$ cat src/rtl/sdram_pkg.sv
// sdram_pkg: shared types for the SDRAM command queue.
// Holds the queue FSM state enum, the command-type constants and the
// FIFO entry layout {we, bank, addr, wdata}.
package sdram_pkg;

  localparam int CMDQ_ADDR_W = 24;
  localparam int CMDQ_DATA_W = 8;

  typedef enum logic [1:0] {
    ST_IDLE    = 2'd0,
    ST_ISSUE   = 2'd1,
    ST_WAIT_RD = 2'd2
  } cmdq_state_e;

  typedef enum logic {
    CMD_RD = 1'b0,
    CMD_WR = 1'b1
  } cmd_type_e;

  typedef struct packed {
    cmd_type_e                we;
    logic [1:0]               bank;
    logic [CMDQ_ADDR_W-1:0]   addr;
    logic [CMDQ_DATA_W-1:0]   wdata;
  } cmd_entry_t;

  localparam int CMD_ENTRY_W = $bits(cmd_entry_t);

  function automatic cmd_entry_t pack_cmd(input logic                   we,
                                          input logic [1:0]             bank,
                                          input logic [CMDQ_ADDR_W-1:0] addr,
                                          input logic [CMDQ_DATA_W-1:0] wdata);
    cmd_entry_t e;
    e.we    = we ? CMD_WR : CMD_RD;
    e.bank  = bank;
    e.addr  = addr;
    e.wdata = wdata;
    return e;
  endfunction

endpackage

$ cat src/rtl/sdram_cmd_queue_if.sv
// sdram_cmd_queue_if: host-side command/response bus of the SDRAM command
// queue. master = host, slave = queue.
interface sdram_cmd_queue_if #(
  parameter int ADDR_W = 24,
  parameter int DATA_W = 8
);
  logic              cmd_valid;
  logic              cmd_ready;
  logic              cmd_we;
  logic [ADDR_W-1:0] cmd_addr;
  logic [1:0]        cmd_bank;
  logic [DATA_W-1:0] cmd_wdata;
  logic              rsp_valid;
  logic [DATA_W-1:0] rsp_data;

  modport master (
    output cmd_valid, cmd_we, cmd_addr, cmd_bank, cmd_wdata,
    input  cmd_ready, rsp_valid, rsp_data
  );

  modport slave (
    input  cmd_valid, cmd_we, cmd_addr, cmd_bank, cmd_wdata,
    output cmd_ready, rsp_valid, rsp_data
  );
endinterface

$ cat src/rtl/sdram_cmd_fifo.sv
// sdram_cmd_fifo: synchronous FIFO, DEPTH entries (power of two) of WIDTH
// bits. Push when full and pop when empty are ignored. Head is visible
// combinationally on rdata; there is no push-to-pop bypass.
module sdram_cmd_fifo #(
  parameter int DEPTH = 8,
  parameter int WIDTH = 8
) (
  input  logic                         clk,
  input  logic                         reset,
  input  logic                         push,
  input  logic                         pop,
  input  logic [WIDTH-1:0]             wdata,
  output logic [WIDTH-1:0]             rdata,
  output logic                         full,
  output logic                         empty,
  output logic [$clog2(DEPTH+1)-1:0]   count
);
  localparam int PTR_W = $clog2(DEPTH);
  localparam int CNT_W = $clog2(DEPTH+1);

  logic [WIDTH-1:0] mem [DEPTH];
  logic [PTR_W-1:0] wr_ptr;
  logic [PTR_W-1:0] rd_ptr;
  logic             do_push;
  logic             do_pop;

  assign full    = (count == CNT_W'(DEPTH));
  assign empty   = (count == '0);
  assign do_push = push && !full;
  assign do_pop  = pop && !empty;
  assign rdata   = mem[rd_ptr];

  // Storage array; contents are don't-care until written, so no reset.
  always_ff @(posedge clk) begin
    if (do_push) mem[wr_ptr] <= wdata;
  end

  // Pointers wrap naturally modulo DEPTH; count tracks occupancy.
  always_ff @(posedge clk or posedge reset) begin
    if (reset) begin
      wr_ptr <= '0;
      rd_ptr <= '0;
      count  <= '0;
    end else begin
      if (do_push) wr_ptr <= wr_ptr + 1'b1;
      if (do_pop)  rd_ptr <= rd_ptr + 1'b1;
      case ({do_push, do_pop})
        2'b10:   count <= count + 1'b1;
        2'b01:   count <= count - 1'b1;
        default: count <= count;
      endcase
    end
  end

endmodule

$ cat src/rtl/sdram_cmd_queue.sv
// sdram_cmd_queue: command buffer in front of sdram_controller. Host
// commands are queued and replayed one at a time into the controller's
// rd_req/wr_req level-and-grant handshake; read data returns as a one-cycle
// rsp_valid pulse. Optional feature macro: SDRAM_CMDQ_STATS_EN adds 16-bit
// wrapping granted-write/granted-read counters (stat_wr_cnt, stat_rd_cnt).
//
// state      | meaning
// -----------+-----------------------------------------------------------
// ST_IDLE    | no request out; loads FIFO head into outputs if non-empty
// ST_ISSUE   | rd_req or wr_req high, fields held until matching grant
// ST_WAIT_RD | read granted, waiting for rd_data_valid from controller
//
// ADDR_W/DATA_W must match the widths of sdram_pkg::cmd_entry_t.
module sdram_cmd_queue
  import sdram_pkg::*;
#(
  parameter int DEPTH  = 8,
  parameter int ADDR_W = CMDQ_ADDR_W,
  parameter int DATA_W = CMDQ_DATA_W
) (
  input  logic              clk,
  input  logic              reset,
  sdram_cmd_queue_if.slave  host,
  output logic              rd_req,
  output logic              wr_req,
  output logic [ADDR_W-1:0] in_addr,
  output logic [1:0]        bank_addr,
  output logic [DATA_W-1:0] wr_data,
  input  logic              rd_gnt,
  input  logic              wr_gnt,
  input  logic [DATA_W-1:0] rd_data,
  input  logic              rd_data_valid,
  output logic              busy
`ifdef SDRAM_CMDQ_STATS_EN
  ,
  output logic [15:0]       stat_wr_cnt,
  output logic [15:0]       stat_rd_cnt
`endif
);
  localparam int CNT_W = $clog2(DEPTH+1);

  cmdq_state_e             state, state_d;
  cmd_entry_t              push_entry;
  cmd_entry_t              head_entry;
  logic [CMD_ENTRY_W-1:0]  head_bits;
  logic                    fifo_full;
  logic                    fifo_empty;
  logic [CNT_W-1:0]        fifo_count;
  logic                    push;
  logic                    pop;
  logic                    load;
  logic                    wr_grant;
  logic                    rd_grant;
  logic                    rsp_fire;
  logic                    rsp_valid_q;
  logic [DATA_W-1:0]       rsp_data_q;

  assign host.cmd_ready = !fifo_full;
  assign host.rsp_valid = rsp_valid_q;
  assign host.rsp_data  = rsp_data_q;
  assign push           = host.cmd_valid && !fifo_full;
  assign head_entry     = cmd_entry_t'(head_bits);
  assign busy           = (fifo_count != '0) || (state != ST_IDLE);

  // Pack the host command into a FIFO entry.
  always_comb begin
    push_entry = pack_cmd(host.cmd_we, host.cmd_bank, host.cmd_addr, host.cmd_wdata);
  end

  sdram_cmd_fifo #(
    .DEPTH (DEPTH),
    .WIDTH (CMD_ENTRY_W)
  ) u_fifo (
    .clk   (clk),
    .reset (reset),
    .push  (push),
    .pop   (pop),
    .wdata (push_entry),
    .rdata (head_bits),
    .full  (fifo_full),
    .empty (fifo_empty),
    .count (fifo_count)
  );

  // FSM state register.
  always_ff @(posedge clk or posedge reset) begin
    if (reset) state <= ST_IDLE;
    else       state <= state_d;
  end

  // Next state and strobes; a grant of the wrong type matches neither arm.
  always_comb begin
    state_d  = state;
    load     = 1'b0;
    pop      = 1'b0;
    wr_grant = 1'b0;
    rd_grant = 1'b0;
    rsp_fire = 1'b0;
    case (state)
      ST_IDLE: begin
        if (!fifo_empty) begin
          load    = 1'b1;
          state_d = ST_ISSUE;
        end
      end
      ST_ISSUE: begin
        if (wr_req && wr_gnt) begin
          wr_grant = 1'b1;
          pop      = 1'b1;
          state_d  = ST_IDLE;
        end else if (rd_req && rd_gnt) begin
          rd_grant = 1'b1;
          pop      = 1'b1;
          state_d  = ST_WAIT_RD;
        end
      end
      ST_WAIT_RD: begin
        if (rd_data_valid) begin
          rsp_fire = 1'b1;
          state_d  = ST_IDLE;
        end
      end
      default: state_d = ST_IDLE;
    endcase
  end

  // Controller-side request/field registers and host response registers.
  always_ff @(posedge clk or posedge reset) begin
    if (reset) begin
      rd_req      <= 1'b0;
      wr_req      <= 1'b0;
      in_addr     <= '0;
      bank_addr   <= '0;
      wr_data     <= '0;
      rsp_valid_q <= 1'b0;
      rsp_data_q  <= '0;
    end else begin
      rsp_valid_q <= rsp_fire;
      if (rsp_fire) rsp_data_q <= rd_data;
      if (load) begin
        in_addr   <= head_entry.addr;
        bank_addr <= head_entry.bank;
        wr_data   <= head_entry.wdata;
        wr_req    <= (head_entry.we == CMD_WR);
        rd_req    <= (head_entry.we == CMD_RD);
      end else if (wr_grant || rd_grant) begin
        wr_req <= 1'b0;
        rd_req <= 1'b0;
      end
    end
  end

`ifdef SDRAM_CMDQ_STATS_EN
  // Granted-command counters, free-running and wrapping at 16 bits.
  always_ff @(posedge clk or posedge reset) begin
    if (reset) begin
      stat_wr_cnt <= '0;
      stat_rd_cnt <= '0;
    end else begin
      if (wr_grant) stat_wr_cnt <= stat_wr_cnt + 16'd1;
      if (rd_grant) stat_rd_cnt <= stat_rd_cnt + 16'd1;
    end
  end
`endif

endmodule
$ cat src/flat_wrapper.sv
// flat-port wrapper written by rule: the top's interface ports become plain ports
module sdram_cmd_queue_flat import sdram_pkg::*;
#(
  parameter int DEPTH  = 8,
  parameter int ADDR_W = CMDQ_ADDR_W,
  parameter int DATA_W = CMDQ_DATA_W
)
  (clk, reset, rd_req, wr_req, in_addr, bank_addr, wr_data, rd_gnt, wr_gnt, rd_data, rd_data_valid, busy, host_cmd_valid, host_cmd_we, host_cmd_addr, host_cmd_bank, host_cmd_wdata, host_cmd_ready, host_rsp_valid, host_rsp_data);
  sdram_cmd_queue_if #(.ADDR_W(ADDR_W), .DATA_W(DATA_W)) host_i ();
  input  logic clk;
  input  logic reset;
  output logic rd_req;
  output logic wr_req;
  output logic [ADDR_W-1:0] in_addr;
  output logic [1:0] bank_addr;
  output logic [DATA_W-1:0] wr_data;
  input  logic rd_gnt;
  input  logic wr_gnt;
  input  logic [DATA_W-1:0] rd_data;
  input  logic rd_data_valid;
  output logic busy;
  input wire logic [$bits(host_i.cmd_valid)-1:0] host_cmd_valid;
  input wire logic [$bits(host_i.cmd_we)-1:0] host_cmd_we;
  input wire logic [$bits(host_i.cmd_addr)-1:0] host_cmd_addr;
  input wire logic [$bits(host_i.cmd_bank)-1:0] host_cmd_bank;
  input wire logic [$bits(host_i.cmd_wdata)-1:0] host_cmd_wdata;
  output wire logic [$bits(host_i.cmd_ready)-1:0] host_cmd_ready;
  output wire logic [$bits(host_i.rsp_valid)-1:0] host_rsp_valid;
  output wire logic [$bits(host_i.rsp_data)-1:0] host_rsp_data;
  assign host_i.cmd_valid = host_cmd_valid;
  assign host_i.cmd_we = host_cmd_we;
  assign host_i.cmd_addr = host_cmd_addr;
  assign host_i.cmd_bank = host_cmd_bank;
  assign host_i.cmd_wdata = host_cmd_wdata;
  assign host_cmd_ready = host_i.cmd_ready;
  assign host_rsp_valid = host_i.rsp_valid;
  assign host_rsp_data = host_i.rsp_data;
  sdram_cmd_queue #(.DEPTH(DEPTH), .ADDR_W(ADDR_W), .DATA_W(DATA_W)) u_core (.clk(clk), .reset(reset), .host(host_i), .rd_req(rd_req), .wr_req(wr_req), .in_addr(in_addr), .bank_addr(bank_addr), .wr_data(wr_data), .rd_gnt(rd_gnt), .wr_gnt(wr_gnt), .rd_data(rd_data), .rd_data_valid(rd_data_valid), .busy(busy));
endmodule
$ cat config.mk
export PLATFORM = sky130hd
export DESIGN_NAME = sdram_cmd_queue_flat
export DESIGN_NICKNAME = d
export VERILOG_FILES = /design/src/rtl/sdram_pkg.sv /design/src/rtl/sdram_cmd_queue_if.sv /design/src/rtl/sdram_cmd_fifo.sv /design/src/rtl/sdram_cmd_queue.sv /design/src/flat_wrapper.sv
export SDC_FILE = /design/constraint.sdc
export NUM_CORES = 1
export LEC_CHECK = 0
export BUFFER_PORTS_ARGS = -buffer_cell sky130_fd_sc_hd__buf_2
export CAP_MARGIN = 20
export CORE_MARGIN = 2
export CORE_UTILIZATION = 24
export CTS_CLUSTER_SIZE = 25
export DETAILED_ROUTE_END_ITERATION = 7
export PLACE_DENSITY = 0.45
export SKIP_LAST_GASP = 1
export SYNTH_ARGS = -nofsm -noshare
export SYNTH_HDL_FRONTEND = slang
export SYNTH_HIERARCHICAL = 1
export SYNTH_SLANG_ARGS = --single-unit
$ cat constraint.sdc
create_clock -name clk -period 3.9 [get_ports clk]
set_clock_uncertainty 0.15 [all_clocks]
set_input_delay 0.195 -clock clk [delete_from_list [all_inputs] [get_ports clk]]
set_output_delay 0.195 -clock clk [all_outputs]
set_load 0.03 [all_outputs]
==> Word-level counts from Yosys, hierarchy flattened <==
Memory sizes are Yosys's and may differ from the RTL's.
Cells that the tools add are included.
{ "word_totals": {"romBits": 0, "in_bits": 49, "word_cells": 64, "latch_bits": 0, "memories": 1, "regBits": 57, "output_inout_bits": 47, "ramBits": 280} }
{ "mem_list": {"columns": ["memory", "depth", "word_bits", "rd", "rd_ports_with_merged_regs", "wr", "line_no", "text"], "rows": [
  ["u_core.u_fifo.mem", 8, 35, 1, 0, 1, "sdram_cmd_fifo.sv:21", "logic [WIDTH-1:0] mem [DEPTH];"]
]} }
{ "classes": {"eq_ne": 8, "n_shift": 0, "reduce_logical": 16, "mux": 23, "mul": 0, "div": 0, "order_cmp": 0, "bitwise_logic": 1, "addsub": 4} }
{ "ops": {"columns": ["op", "n"], "rows": [
  ["$mux W1", 17],
  ["$mux W2", 4],
  ["$pmux W4 S2", 1],
  ["$add A3 B1 Y3 const B", 2],
  ["$pmux W2 S3", 1],
  ["$reduce_bool A2 Y1", 3],
  ["$logic_and A1 B1 Y1", 5],
  ["$add A4 B1 Y4 const B", 1],
  ["$eq A2 B1 Y1 const B", 2],
  ["$eq A2 B2 Y1 const B", 2],
  ["$eq A4 B4 Y1 const B", 1],
  ["$logic_not A4 Y1", 1],
  ["$ne A2 B2 Y1 const B", 2],
  ["$reduce_bool A4 Y1", 1],
  ["$sub A4 B1 Y4 const B", 1],
  ["$ne A3 B1 Y1 const B", 1],
  ["$reduce_and A3 Y1", 1],
  ["$logic_not A1 Y1", 2],
  ["$logic_not A2 Y1", 1],
  ["$logic_or A1 B1 Y1", 2],
  ["$not A1 Y1", 1]
]} }

==> Depth between registers and ports, before layout <==
{ "logic_depth": {"depth_word": 7, "mapped_depth": 9, "mapped_depth_nobuf": 9} }

==> Modules after synthesis <==
Netlist, hierarchy kept.
{ "by_module_without_submodules": {"columns": ["module", "cells_each", "seq_area_each_um2", "instances", "area_per_inst_um2"], "rows": [
  ["sdram_cmd_fifo", 473, 8658.3, 1, 11426.0],
  ["sdram_cmd_queue", 188, 1176.1, 1, 1829.3]
]} }

==> Worst setup path before layout <==
OpenSTA, ideal clock, no wires.
{ "synth_timing": {"path_kind": "reg-to-reg", "start": "register u_core.u_fifo.count[3]", "end": "memory u_core/u_fifo/mem[1][0] (netlist bit), enable pin", "setup_ns": 0.471, "path_buffers": 0, "setup_slack_ns": -0.178, "stages_incl_launch_ff": 6, "required_time_ns": 3.279, "arrival_time_ns": 3.457, "period_less_slack_ns": 4.078, "path_cell_list": "dfrtp_1 or4b_4 inv_1 nor2b_1 nand3_1 nor3_1"} }
{ "synth_via": {"elab_chain_len": 6} }
{ "synth_lines": {"columns": ["element", "line_no", "text"], "rows": [
  ["start: declaration", "sdram_cmd_fifo.sv:16", "output logic [$clog2(DEPTH+1)-1:0] count"],
  ["start signal: assignment", "sdram_cmd_fifo.sv:48", "2'b10: count <= count + 1'b1;"],
  ["start signal: assignment", "sdram_cmd_fifo.sv:49", "2'b01: count <= count - 1'b1;"],
  ["start signal: assignment", "sdram_cmd_fifo.sv:50", "default: count <= count;"],
  ["$eq A4 B4 Y1", "sdram_cmd_fifo.sv:27", "assign full = (count == CNT_W'(DEPTH));"],
  ["net u_core.fifo_full", "sdram_cmd_queue.sv:46", "logic fifo_full;"],
  ["$logic_not A1 Y1", "sdram_cmd_queue.sv:61", "assign push = host.cmd_valid && !fifo_full;"],
  ["$logic_and A1 B1 Y1", "sdram_cmd_queue.sv:61", null],
  ["net u_core.push", "sdram_cmd_queue.sv:49", "logic push;"],
  ["$logic_and A1 B1 Y1", "sdram_cmd_fifo.sv:29", "assign do_push = push && !full;"],
  ["$mux W1", "sdram_cmd_fifo.sv:35", "if (do_push) mem[wr_ptr] <= wdata;"],
  ["$mux W1 (implied by the code)", "sdram_cmd_fifo.sv:35", null],
  ["end: declaration", "sdram_cmd_fifo.sv:21", null]
]} }
The timed path passes the listed nets, and every way through them passes these cells.

==> Final worst setup path <==
{ "layout_timing": {"start": "register u_core.u_fifo.count[0]", "end": "register u_core.u_fifo.count[3]"} }
{ "layout_via": {"elab_cells_between_ends": 13, "classes_between": "2 x add/sub; 3 x eq/ne; 1 x mux; 7 x reduce/logical"} }
{ "layout_lines": {"columns": ["element", "line_no", "text"], "rows": [
  ["$logic_not A4 Y1 (*)", "sdram_cmd_fifo.sv:28", "assign empty = (count == '0);"],
  ["$logic_not A1 Y1 (*)", null, null],
  ["$logic_and A1 B1 Y1 (*)", "sdram_cmd_fifo.sv:30", "assign do_pop = pop && !empty;"],
  ["net u_core.u_fifo.do_pop", "sdram_cmd_fifo.sv:25", "logic do_pop;"],
  ["$eq A2 B1 Y1 / $eq A2 B2 Y1 (equally long branches)", "sdram_cmd_fifo.sv:47", "case ({do_push, do_pop})"],
  ["$pmux W4 S2 / $reduce_bool A2 Y1 (equally long branches)", null, null]
]} }
The timed path passes the listed nets; every way through them passes the cells marked *.
A chain may end at the register's enable or synchronous reset.

==> impl_metrics.ini <==
[run_status]
status = complete, no violations

[clock_network]
htreeDepth = 2
cts_buffer_depth = 3
clock-sinks = 337
cts_buffers = 40
cts_tree = yes
insertion_delay_ns = 0.56
path_clk_slew_ns = 0.05
postCtsResizedCells = 0
cts-root-buf = clkbuf_16

[detailed_routing]
drt_pass1_iterations = 4
wirelength_mm = 29.85
num_vias = 6562
vias_per_cell = 4.169
routedWlPerCell_um = 18.97
drc = 0
postRouteAntennaNets = 0
detailedRoute.firstIterationViolations = 407

[timing]
fin_crit_ns = 3.287
worst_pin_slew_ns = 0.7723
tns_ns = 0
hold-worst-slack_ns = 0.07078
setup_viol = 0
timing.final.crit_share_pct = 84.28
hold_viol = 0
rsz0062_at_grt = no
relSlewSlack_pct = 47.84
fmax_mhz = 304.2
slew_violations = 0

[setup_path]
r2r_cells = 7
critPathLaunchType = register
reg2reg_setup_slack_ns = 0.61
crit_arrival_ns = 3.55
cpMostUsedCell = ha_1
timing.rr.end = u_core/u_fifo/count[3]
cp_cell_sequence = o41ai_1 > inv_1 > ha_1 > ha_1 > or4b_2 > o311ai_0 > o211ai_1
critical-path-top-delay-family = compound AO/OA/AOI/OAI gates
worstSetupPathDepth = 7
max_stage_delay_ns = 0.78
reg2reg_from = u_core/u_fifo/count[0]
required_ns = 4.17
worst-path-buf-inv = 1
endpoint_kind = register
critical_path_class = register to register
crit_fanout = 9
cp_slowest_cell = o41ai_1

[place]
dpl.hpwl_mm = 17.01
routabilityCongestion = 0.6692
io_buffer_count = 95

[final_layout]
drive_above_1_share_pct = 27.07
areaGrowthSynthToFinish_pct = 24.72
postLayoutCoreUtil_pct = 30.13
layout_commonest_cell = edfxtp_1
fin_nets = 892
mostFrequentLayoutCells = edfxtp_1, nand2_1, buf_2

[synth]
ys_seq_elements = 337
synth_edf_count = 280
syn_area_per_cell_um2 = 20.05
ys_seq_area_share_pct = 74.19
synth.distinct_cells = 37
syn_nets = 716
mappedNetlistArea_um2 = 13260
synth_warnings = 6
ys.flop_type = edfxtp_1
synthArstFlopShare_pct = 16.91
syn_inst = 661

[pwr]
powerDensity_nw_per_um2 = 760.3
leakage_nw = 6.028
peakVddDrop_mv = 0.2908
power_mw = 12.57

[floorplan]
die_area_um2 = 57130
ioPinCount = 96
core_um2 = 54880
die_w_um = 239.0
row_count = 86
die_h_um = 239.0
initial_core_util_pct = 24.15

[grt]
grt_pass1_wl_mm = 44.78
grt_overflow = 0
antenna_found_initial = 4
grt_max_degree = 48
grt_util_all_layers_pct = 10.62
first_global_vias = 6946

[flow_run]
drv_cap = 0

[hold_path]
hold_path.class = primary input to async pin
-- worst min-delay path, cell delays in order --
cell,delay (ns)
dlygate4sd3_1,0.54
buf_2,0.14
inv_1,0.32
-- stage by stage --
step                worst slack (ns)  cells  instance area (µm²)
floorplan                     0.7534    661                13270
global placement              0.6859   1449                14680
detailed placement            0.6154   1449                14680
CTS                           0.6091   1572                16530
global route                  0.4174   1574                16530
finish                        0.6131   1574                16530
-- metal layers --
layer	part of all wire, %	GRT usage, %
met4	1.9	3.371
met1	49	14.87
met3	4.2	2.206
met2	45	16.46
met5	0.10	0
-- how the worst max path moves through the flow --
| stage | start | to | slack, ns |
|---|---|---|---|
| 4_1_cts | u_core/u_fifo/count[0] | u_core/u_fifo/count[3] | 0.61 |
| 3_3_place_gp | u_core/u_fifo/count[0] | u_core/u_fifo/count[3] | 0.69 |
| 5_1_grt | u_core/u_fifo/count[0] | u_core/u_fifo/count[3] | 0.42 |
| 6_report | u_core/u_fifo/count[0] | u_core/u_fifo/count[3] | 0.61 |
| 3_5_place_dp | u_core/u_fifo/count[0] | u_core/u_fifo/count[3] | 0.62 |
| 2_1_floorplan | u_core/u_fifo/count[3] | u_core/u_fifo/mem[7][0] | 0.75 |
-- layout make-up --
type,instances,area (µm²)
antenna,2,5.005
clock buffer,53,1111
clock inverter,20,236.5
fill,5388,38350
inverter,12,45.04
multi-input combinational,284,3257
sequential,337,9843
tap,704,880.8
timing repair buffer,162,1154
-- registers in the layout, summed over array words and instances, names as in the netlist, 2 cells and up --
name	flops
u_core/u_fifo/mem	280
u_core/in_addr	24
u_core/host.rsp_data	8
u_core/wr_data	8
u_core/u_fifo/count	4
u_core/u_fifo/rd_ptr	3
u_core/u_fifo/wr_ptr	3
u_core/bank_addr	2
u_core/state	2
-- logic make-up after synthesis --
group,share of synthesized area (%)
mux,17.77
buf+inv,1.803
simple gates,4.597
xor+xnor,0.3964
flops,74.19
compound gates,0.6136
fa+ha+maj,0.6230
-- where the power goes --
part           switching (mW)  internal [mW]
sequential              0.501           4.68
combinational            2.07           1.55
clock                    1.48           2.29
-- cell usage after synthesis, types with 2 or more instances --
| library cell | number | area, µm² |
|---|---|---|
| nand3_1 | 4 | 20.02 |
| nor4_1 | 2 | 12.51 |
| inv_1 | 12 | 45.04 |
| nand2b_1 | 3 | 18.77 |
| clkbuf_1 | 10 | 37.54 |
| edfxtp_1 | 280 | 8408 |
| xnor2_1 | 5 | 43.79 |
| buf_1 | 2 | 7.510 |
| nand2_1 | 115 | 431.7 |
| nor2_1 | 8 | 30.03 |
| nor3_1 | 2 | 10.01 |
| mux2_2 | 45 | 506.7 |
| buf_6 | 11 | 123.9 |
| buf_2 | 5 | 25.02 |
| nor3b_1 | 2 | 15.01 |
| dfrtp_1 | 57 | 1426 |
| mux4_1 | 70 | 1839 |
| o21ai_0 | 3 | 15.01 |
| ha_1 | 5 | 62.56 |
| a21oi_1 | 3 | 15.01 |
-- timing repair --
item	4_1_cts	5_1_grt
hold buffers	50	0
buffers inserted	0	0
hold endpoints to repair	323	0
No activity file was read; power rests on OpenSTA's default activity.
